$ cat config.mk
export PLATFORM = sky130hd
export DESIGN_NAME = alu_arbiter
export DESIGN_NICKNAME = d
export VERILOG_FILES = /design/src/rtl/alu_arbiter.sv
export SDC_FILE = /design/constraint.sdc
export NUM_CORES = 1
export LEC_CHECK = 0
export BUFFER_PORTS_ARGS = -buffer_cell sky130_fd_sc_hd__buf_2
export CAP_MARGIN = 20
export CORE_MARGIN = 4
export CORE_UTILIZATION = 35
export CTS_BUF_LIST = sky130_fd_sc_hd__clkbuf_8
export DETAILED_ROUTE_END_ITERATION = 12
export PLACE_DENSITY = 0.77
export SLEW_MARGIN = 20
export SYNTH_ARGS = -nofsm -noshare
export SYNTH_HDL_FRONTEND = slang
export SYNTH_SLANG_ARGS = --single-unit
$ cat constraint.sdc
create_clock -name clk -period 4.69 [get_ports clk]
set_clock_uncertainty 0.15 [all_clocks]
set_input_delay 0.938 -clock clk [delete_from_list [all_inputs] [get_ports clk]]
set_output_delay 0.938 -clock clk [all_outputs]
set_load 0.02 [all_outputs]
$ cat src/rtl/alu_arbiter.sv
// Two-requester arbiter in front of a shared combinational ALU: grant, execute, respond.
// Define ALU_ARB_FIXED_PRIO_EN for fixed priority (requester 0 wins); default is round-robin.
module alu_arbiter #(
    parameter int WIDTH  = 32,
    parameter int CTRL_W = 4
) (
    input  logic              clk,
    input  logic              rst,
    input  logic              req0_valid,
    output logic              req0_ready,
    input  logic [WIDTH-1:0]  req0_a,
    input  logic [WIDTH-1:0]  req0_b,
    input  logic [CTRL_W-1:0] req0_ctrl,
    input  logic              req1_valid,
    output logic              req1_ready,
    input  logic [WIDTH-1:0]  req1_a,
    input  logic [WIDTH-1:0]  req1_b,
    input  logic [CTRL_W-1:0] req1_ctrl,
    output logic              rsp0_valid,
    input  logic              rsp0_ready,
    output logic              rsp1_valid,
    input  logic              rsp1_ready,
    output logic [WIDTH-1:0]  rsp_result,
    output logic              rsp_zero,
    output logic [WIDTH-1:0]  alu_a,
    output logic [WIDTH-1:0]  alu_b,
    output logic [CTRL_W-1:0] alu_control,
    input  logic [WIDTH-1:0]  alu_result,
    input  logic              alu_zero,
    output logic              busy,
    output logic              owner
);

    typedef enum logic [1:0] {
        IDLE = 2'd0,
        EXEC = 2'd1,
        RESP = 2'd2
    } state_t;

    state_t            state_q, state_d;
    logic              last_grant_q, last_grant_d;
    logic              owner_q, owner_d;
    logic [WIDTH-1:0]  alu_a_q, alu_a_d;
    logic [WIDTH-1:0]  alu_b_q, alu_b_d;
    logic [CTRL_W-1:0] ctrl_q, ctrl_d;
    logic [WIDTH-1:0]  result_q, result_d;
    logic              zero_q, zero_d;
    logic              any_valid;
    logic              winner;
    logic              ready0_c, ready1_c;
    logic              rsp0_valid_c, rsp1_valid_c;

    assign any_valid = req0_valid | req1_valid;

`ifdef ALU_ARB_FIXED_PRIO_EN
    // Requester 0 wins whenever it asks; last_grant is tracked but unused.
    assign winner = ~req0_valid;
`else
    // Under contention the requester that did not win last time goes next.
    assign winner = (req0_valid && req1_valid) ? ~last_grant_q : req1_valid;
`endif

    always_comb begin
        state_d      = state_q;
        last_grant_d = last_grant_q;
        owner_d      = owner_q;
        alu_a_d      = alu_a_q;
        alu_b_d      = alu_b_q;
        ctrl_d       = ctrl_q;
        result_d     = result_q;
        zero_d       = zero_q;
        ready0_c     = 1'b0;
        ready1_c     = 1'b0;
        rsp0_valid_c = 1'b0;
        rsp1_valid_c = 1'b0;
        case (state_q)
            IDLE: begin
                if (any_valid) begin
                    ready0_c     = ~winner;
                    ready1_c     = winner;
                    alu_a_d      = winner ? req1_a    : req0_a;
                    alu_b_d      = winner ? req1_b    : req0_b;
                    ctrl_d       = winner ? req1_ctrl : req0_ctrl;
                    owner_d      = winner;
                    last_grant_d = winner;
                    state_d      = EXEC;
                end
            end
            EXEC: begin
                result_d = alu_result;
                zero_d   = alu_zero;
                state_d  = RESP;
            end
            RESP: begin
                rsp0_valid_c = ~owner_q;
                rsp1_valid_c = owner_q;
                // Only the owning requester's ready completes the response.
                if (owner_q ? rsp1_ready : rsp0_ready) begin
                    state_d = IDLE;
                end
            end
            default: state_d = IDLE;
        endcase
    end

    always_ff @(posedge clk or posedge rst) begin
        if (rst) begin
            state_q      <= IDLE;
            last_grant_q <= 1'b1;
            owner_q      <= 1'b0;
            alu_a_q      <= '0;
            alu_b_q      <= '0;
            ctrl_q       <= '0;
            result_q     <= '0;
            zero_q       <= 1'b0;
        end else begin
            state_q      <= state_d;
            last_grant_q <= last_grant_d;
            owner_q      <= owner_d;
            alu_a_q      <= alu_a_d;
            alu_b_q      <= alu_b_d;
            ctrl_q       <= ctrl_d;
            result_q     <= result_d;
            zero_q       <= zero_d;
        end
    end

    // Ready is combinational from the request, so it is masked while reset is held.
    assign req0_ready  = ready0_c & ~rst;
    assign req1_ready  = ready1_c & ~rst;
    assign rsp0_valid  = rsp0_valid_c;
    assign rsp1_valid  = rsp1_valid_c;
    assign rsp_result  = result_q;
    assign rsp_zero    = zero_q;
    assign alu_a       = alu_a_q;
    assign alu_b       = alu_b_q;
    assign alu_control = ctrl_q;
    assign busy        = (state_q != IDLE);
    assign owner       = owner_q;

endmodule

# Word-level counts from Yosys, hierarchy flattened
# Cells that the tools add are included.
[totals] reg_bits=105 output_inout_bits=107 wordCells=38
[classes] n_eq_ne=4 n_mux=14 bitwise=7 n_reduce_logical=5
[ops] op="32-bit two-way mux" n=2
[ops] op="1-bit two-way mux" n=8
[ops] op="2-bit one-hot mux with 3 select lines" n=1
[ops] op="2-bit two-way mux" n=2
[ops] op="4-bit two-way mux" n=1
[ops] op="2-bit != test, second input constant" n=2
[ops] op="1-bit NOT" n=4
[ops] op="2-bit AND reduction" n=2
[ops] op="1-bit AND" n=2
[ops] op="2-bit by 1-bit equality test with 1-bit output, second input constant" n=1
[ops] op="2-bit equality test, second input constant" n=1
[ops] op="2-bit logical NOT" n=1
[ops] op="2-bit nonzero test" n=1
[ops] op="1-bit logical AND" n=1
[ops] op="1-bit OR" n=1

# Logic depth before layout (Yosys ltp)
# Gate-level depths: netlist (run 1).
[depth] word_depth=6 ltp_mapped=6 ltp_nobuf=3

# Worst setup path before layout (run 1)
# OpenSTA, ideal clock, no wires.
[synth_timing] path_type="in2out" start="input port rst" end="output port req0_ready" arrival_ns=3.664 slack_ns=-0.062 path_stages=2 path_buffers=0 path_cell_list="inv_1 -> and3_1"
[synth_via] elab_chain_cells=2
[synth_lines] element="from (decl)" line="8" source="input logic rst,"
[synth_lines] element="1-bit NOT" line="129" source="assign req0_ready = ready0_c & ~rst;"
[synth_lines] element="1-bit AND" line="129"
[synth_lines] element="to (decl)" line="10" source="output logic req0_ready,"
# No other way between the ends.

# Final worst setup path (run 1)
[layout_timing] start="input port req0_valid" end="output port req0_ready"
[layout_via] elab_chain_cells=6
[layout_lines] element="from (decl)" line="9" source="input logic req0_valid,"
[layout_lines] element="1-bit logical AND" line="60" source="assign winner = (req0_valid && req1_valid) ? ~last_grant_q : req1_valid;"
[layout_lines] element="1-bit two-way mux" line="60"
[layout_lines] element="1-bit NOT" line="79" source="ready0_c = ~winner;"
[layout_lines] element="1-bit two-way mux (*)" line="78" source="if (any_valid) begin"
[layout_lines] element="1-bit two-way mux (*)" line="76" source="case (state_q)"
[layout_lines] element="1-bit AND (*)" line="129"
# Mark *: on every way between the ends. The rest lies on a longest branch, timed or not.

==> qor.yml, run 1 <==
ys_ff_latch: 105
peakVddDrop_v: 0.000323
cts.path.max_buffers: 2
fin_setup_tns_ns: 0
cts.sinks: 105
fillers: 1229
wl_per_cell_um: 15.5
synth_area_per_cell_um2: 9.84
hold_buffers: 0
power_density_mw_per_mm2: 696
drc: 0
hold_path_class: "flip-flop to flip-flop"
core_area_mm2: 0.0128
post-cts-setup-buffer-count: 0
place_congestion: 0.817
yosys.area.top_type: "dfrtp_1"
max_slew_margin: 0.466
rows: 41
synth.distinct_cells: 22
status: "complete, no violations"
crit_path_end_kind: "primary output"
layout_setup_ws_ns: 1.25
ys_seq_area_frac: 0.567
post-dp-hpwl_um: 10300
drive_gt1_frac: 0.469
die_x_um: 123
root_buffer: "clkbuf_8"
cts_tree: "done"
fmax_mhz: 291
syn_area_mm2: 0.00463
maxSlewViolCount: 0
drv_cap: 0
start_util: 0.363
gr-total-overflow: 0
grt_pass1_wl_um: 21600
htreeDepth: 3
ys_warn_count: 0
dieArea_mm2: 0.0151
grt_max_degree: 71
die_y_um: 123
syn_inst: 471
crit_chain: "buf_2 -> or2_2 -> buf_4 -> and2_2 -> and3_1 -> buf_2"
grtUsageTotal: 0.179
synth_nets: 646
dp_slack_ns: 1.26
cp.required_ns: 3.60
synth_area_leaders: "dfrtp_1 (56%), nand2_1 (11%), a31oi_1 (9.2%)"
setup_viol: 0
clock_latency_ns: 0.37
via_per_inst: 5.00
crit_top_cell: "buf_2"
cts_buffers: 9
area_growth_pct: 35.3
leakagePower_nw: 3.09
max_stage_delay_ns: 0.34
fin_crit_sh: 0.733
initialDrtViolationCount: 232
vias: 4539
grt_pass1_vias: 4488
cp.arrival_ns: 2.35
critPathMaxFanout: 69
crit_slowest_cell: "buf_4"
mostFrequentLayoutCell: "buf_2"
clkTransAtPathRegs_ns: 0.11
final_cell_mix: "buf_2 (281), nand2_1 (136), dfrtp_1 (104)"
n_antenna_cell: 0
cts_resized: 0
io_pins: 282
firstDrtPassIters: 4
synth_top_area_share: 0.562
antenna_found_initial: 0
grt_setup_unrepaired: "false"
path_class: "input port to primary output"
path_delay_family: "simple AND/OR/NAND/NOR gates"
critical_path_buf_inv_count: 3
timing.hold.ws_ns: 0.358
fin_nets: 905
p_total_mw: 4.36
finalCriticalPeriod_ns: 3.44
port_buffers: 281
startpoint_type: "input port"
utilization: 0.491
hold_viol: 0
totalWireLength_um: 14000
antenna_left: 0
tightestPinTransition_ns: 0.799
[layer usage]
metal / global-route usage / wire length [um]
met4: 0.0754 / 393
met5: 0 / 0
met3: 0.0604 / 1610
met1: 0.215 / 5360
met2: 0.294 / 6690
[metrics by stage]
stage                     instance area (um2)  instances
final                                    6270        907
after global routing                     6270        907
after CTS                                6270        907
after detailed placement                 6110        891
after global placement                   6110        891
after floorplan                          4640        471
[power breakdown]
group / internal (mW) / switching (mW)
Clock: 0.188 / 0.306
Combinational: 0.820 / 1.43
Sequential: 1.37 / 0.243
Total: 2.38 / 1.98
[cell families after synthesis]
| family | count (synthesis) | share of synthesized area |
|---|---|---|
| buffers and inverters | 45 | 0.0535 |
| AO/OA/AOI/OAI | 142 | 0.176 |
| multiplexers | 34 | 0.0826 |
| AND/OR/NAND/NOR | 145 | 0.120 |
| flip-flops | 105 | 0.567 |
[sequential cells by signal, summed over array words and instances (netlist names)]
signal / flops
alu_a: 32
alu_b: 32
state_q: 2
alu_control: 4
rsp_result: 32
owner: 1
rsp_zero: 1
last_grant_q: 1
[final cells by class]
type                            count  area [um2]  area share
Inverter                            3        15.0     0.00239
Multi-Input combinational cell    321        1770       0.283
Clock buffer                        9         124      0.0198
Tap cell                          172         215      0.0343
Clock inverter                      7        41.3     0.00658
Timing Repair Buffer              290        1470       0.235
Sequential cell                   105        2630       0.419
[final timing paths]
path / slack, ns / startpoint / end / cells after the start
max reg2reg: 2.22 / state_q[1]$_DFFE_PP0P_ / alu_a[23]$_DFFE_PP0P_ / 4
max in group asynchronous: 2.53 / rst / rsp_result[21]$_DFFE_PP0N_ / 4
min: 0.36 / rsp_result[16]$_DFFE_PP0N_ / rsp_result[16]$_DFFE_PP0N_ / 1
min reg2reg: 0.36 / rsp_result[16]$_DFFE_PP0N_ / rsp_result[16]$_DFFE_PP0N_ / 1
min in group asynchronous: 0.65 / rst / alu_a[26]$_DFFE_PP0P_ / 3
max: 1.25 / req0_valid / req0_ready / 6
[synth_stat cells]
cell,number
clkbuf_1,21
nand2_1,136
a21bo_2,1
dfrtp_1,104
or2_0,1
dfstp_2,1
and2_1,1
buf_6,8
buf_4,1
inv_1,3
nand2b_1,2
buf_2,12
nor3_1,1
mux2_2,34
o21ai_0,1
o22ai_1,1
a21boi_2,1
a31oi_1,68
a31oi_2,1
nor2_1,3
a21oi_1,69
and3_1,1
(Power assumes the default switching activity.)
==> run 2, diff against run 1 <==
==> constraint.sdc (replaced) <==
create_clock -name clk -period 3.42 [get_ports clk]
set_clock_uncertainty 0.15 [all_clocks]
set_input_delay 0.684 -clock clk [delete_from_list [all_inputs] [get_ports clk]]
set_output_delay 0.684 -clock clk [all_outputs]
set_load 0.02 [all_outputs]
==> qor.yml, run 2 (synthesized netlist as in run 1, its figures left out) <==
firstDrtPassIters: 4
post-cts-setup-buffer-count: 0
fillers: 1226
fin_crit_sh: 0.744
path_class: "flip-flop to primary output"
p_clk_frac: 0.125
hold_viol: 0
wl_met1_um: 5540
peakVddDrop_v: 0.000391
grt_max_degree: 71
drc: 0
cts_buffers: 9
reg2reg_from: "last_grant_q$_DFFE_PP1P_"
dieArea_mm2: 0.0151
r2r-end: "alu_a[15]$_DFFE_PP0P_"
startpoint_type: "flip-flop"
hp-start: "rsp_result[2]$_DFFE_PP0N_"
area_growth_pct: 36.3
met3_length_um: 1460
vias: 4489
start_util: 0.363
via_per_inst: 4.94
hold_path_depth: 1
htreeDepth: 3
power_switching_mw: 2.73
grt_pass1_vias: 4312
maxSlewViolCount: 0
fmax_mhz: 393
p_int_mw: 3.36
pwr-share-seq: 0.364
clock_latency_ns: 0.36
hold_path_class: "flip-flop to flip-flop"
die_y_um: 123
status: "complete, no violations"
io_pins: 282
cts_tree: "done"
drive_gt1_frac: 0.475
port_buffers: 281
antenna_found_initial: 0
wl_per_cell_um: 15.8
crit_path_end_kind: "primary output"
core_area_mm2: 0.0128
cp.arrival_ns: 1.71
power_density_mw_per_mm2: 964
cp.required_ns: 2.59
tightestPinTransition_ns: 0.764
clkTransAtPathRegs_ns: 0.10
worst-r2r-cell-count: 4
mostFrequentLayoutCell: "buf_2"
cts_resized: 0
root_buffer: "clkbuf_8"
totalWireLength_um: 14400
n_antenna_cell: 0
dp_cells: 893
leakagePower_nw: 3.12
grt_pass1_wl_um: 22100
fin_nets: 907
critPathMaxFanout: 17
setup_viol: 0
max_slew_margin: 0.491
sw_frac_of_total: 0.449
rows: 41
grt_setup_unrepaired: "false"
initialDrtViolationCount: 230
final_cell_mix: "buf_2 (281), nand2_1 (136), dfrtp_1 (104)"
hold_end: "rsp_result[2]$_DFFE_PP0N_"
ff2ff_setup_slack_ns: 1.41
grtUsageTotal: 0.186
top_layer: "met4"
instances_no_fill: 909
hold_buffers: 0
place_congestion: 0.795
die_x_um: 123
gr-total-overflow: 0
layout_setup_ws_ns: 0.874
post-dp-hpwl_um: 10500
cts.sinks: 105
wl_met2_um: 7160
power_frac_comb: 0.511
drv_cap: 0
antenna_left: 0
finalCriticalPeriod_ns: 2.55
dp_slack_ns: 0.919
cts.path.max_buffers: 2
fin_setup_tns_ns: 0
## run 2: changes by cell type in the layout (fill, tap and decap cells not counted), sizes merged
| cell | previous run | this run |
|---|---|---|
| bufinv | 0 | 1 |
| inv | 5 | 3 |
| clkinv | 0 | 4 |
| clkinvlp | 5 | 2 |
| buf | 290 | 292 |
## run 2: area by class of cell
type | count | area, um2 | area share
multi-input combinational | 321 | 1770 | 0.281
tap | 172 | 215 | 0.0341
clock inverter | 7 | 70.1 | 0.0111
clock buffer | 9 | 124 | 0.0196
sequential | 105 | 2630 | 0.416
timing repair buffer | 292 | 1490 | 0.236
inverter | 3 | 15.0 | 0.00238
## run 2: worst max-delay path, stage by stage (launching register included)
cell and delay [ns]:
dfstp_2 0.59, a21bo_2 0.38, and3_1 0.22, buf_2 0.16
## run 2: worst max path at each step
| stage | start | end | cells past startpoint |
|---|---|---|---|
| floorplan | rst | req0_ready | 2 |
| global placement | req0_valid | req0_ready | 5 |
| detailed placement | req0_valid | req0_ready | 5 |
| CTS | last_grant_q$_DFFE_PP1P_ | req0_ready | 3 |
| global route | last_grant_q$_DFFE_PP1P_ | req0_ready | 3 |
| finish | last_grant_q$_DFFE_PP1P_ | req0_ready | 3 |
## run 2: per-stage QoR
step	cell area (um2)	util	power, mW	hold WS (ns)
6_report	6310	0.494	6.09	0.355
5_1_grt	6310	0.494	6.53	0.356
4_1_cts	6310	0.494	6.17	0.360
3_5_place_dp	6120	0.479	5.40	0.338
3_3_place_gp	6120	0.479	5.33	0.332
2_1_floorplan	4640	-	4.34	0.367
## run 2: power by group through the flow
stage,clock network (mW),logic [mW],registers (mW)
after floorplan,0,1.36,2.98
final,0.763,3.11,2.22
after detailed placement,0,3.16,2.24
after global placement,0,3.11,2.21
after CTS,0.791,3.16,2.22
after global routing,0.854,3.38,2.29
## run 2: layer usage
layer	GRT usage	up-vias
met1	0.236	2095
li1	-	2155
met2	0.310	226
met5	0	-
met4	0.0609	0
met3	0.0517	13
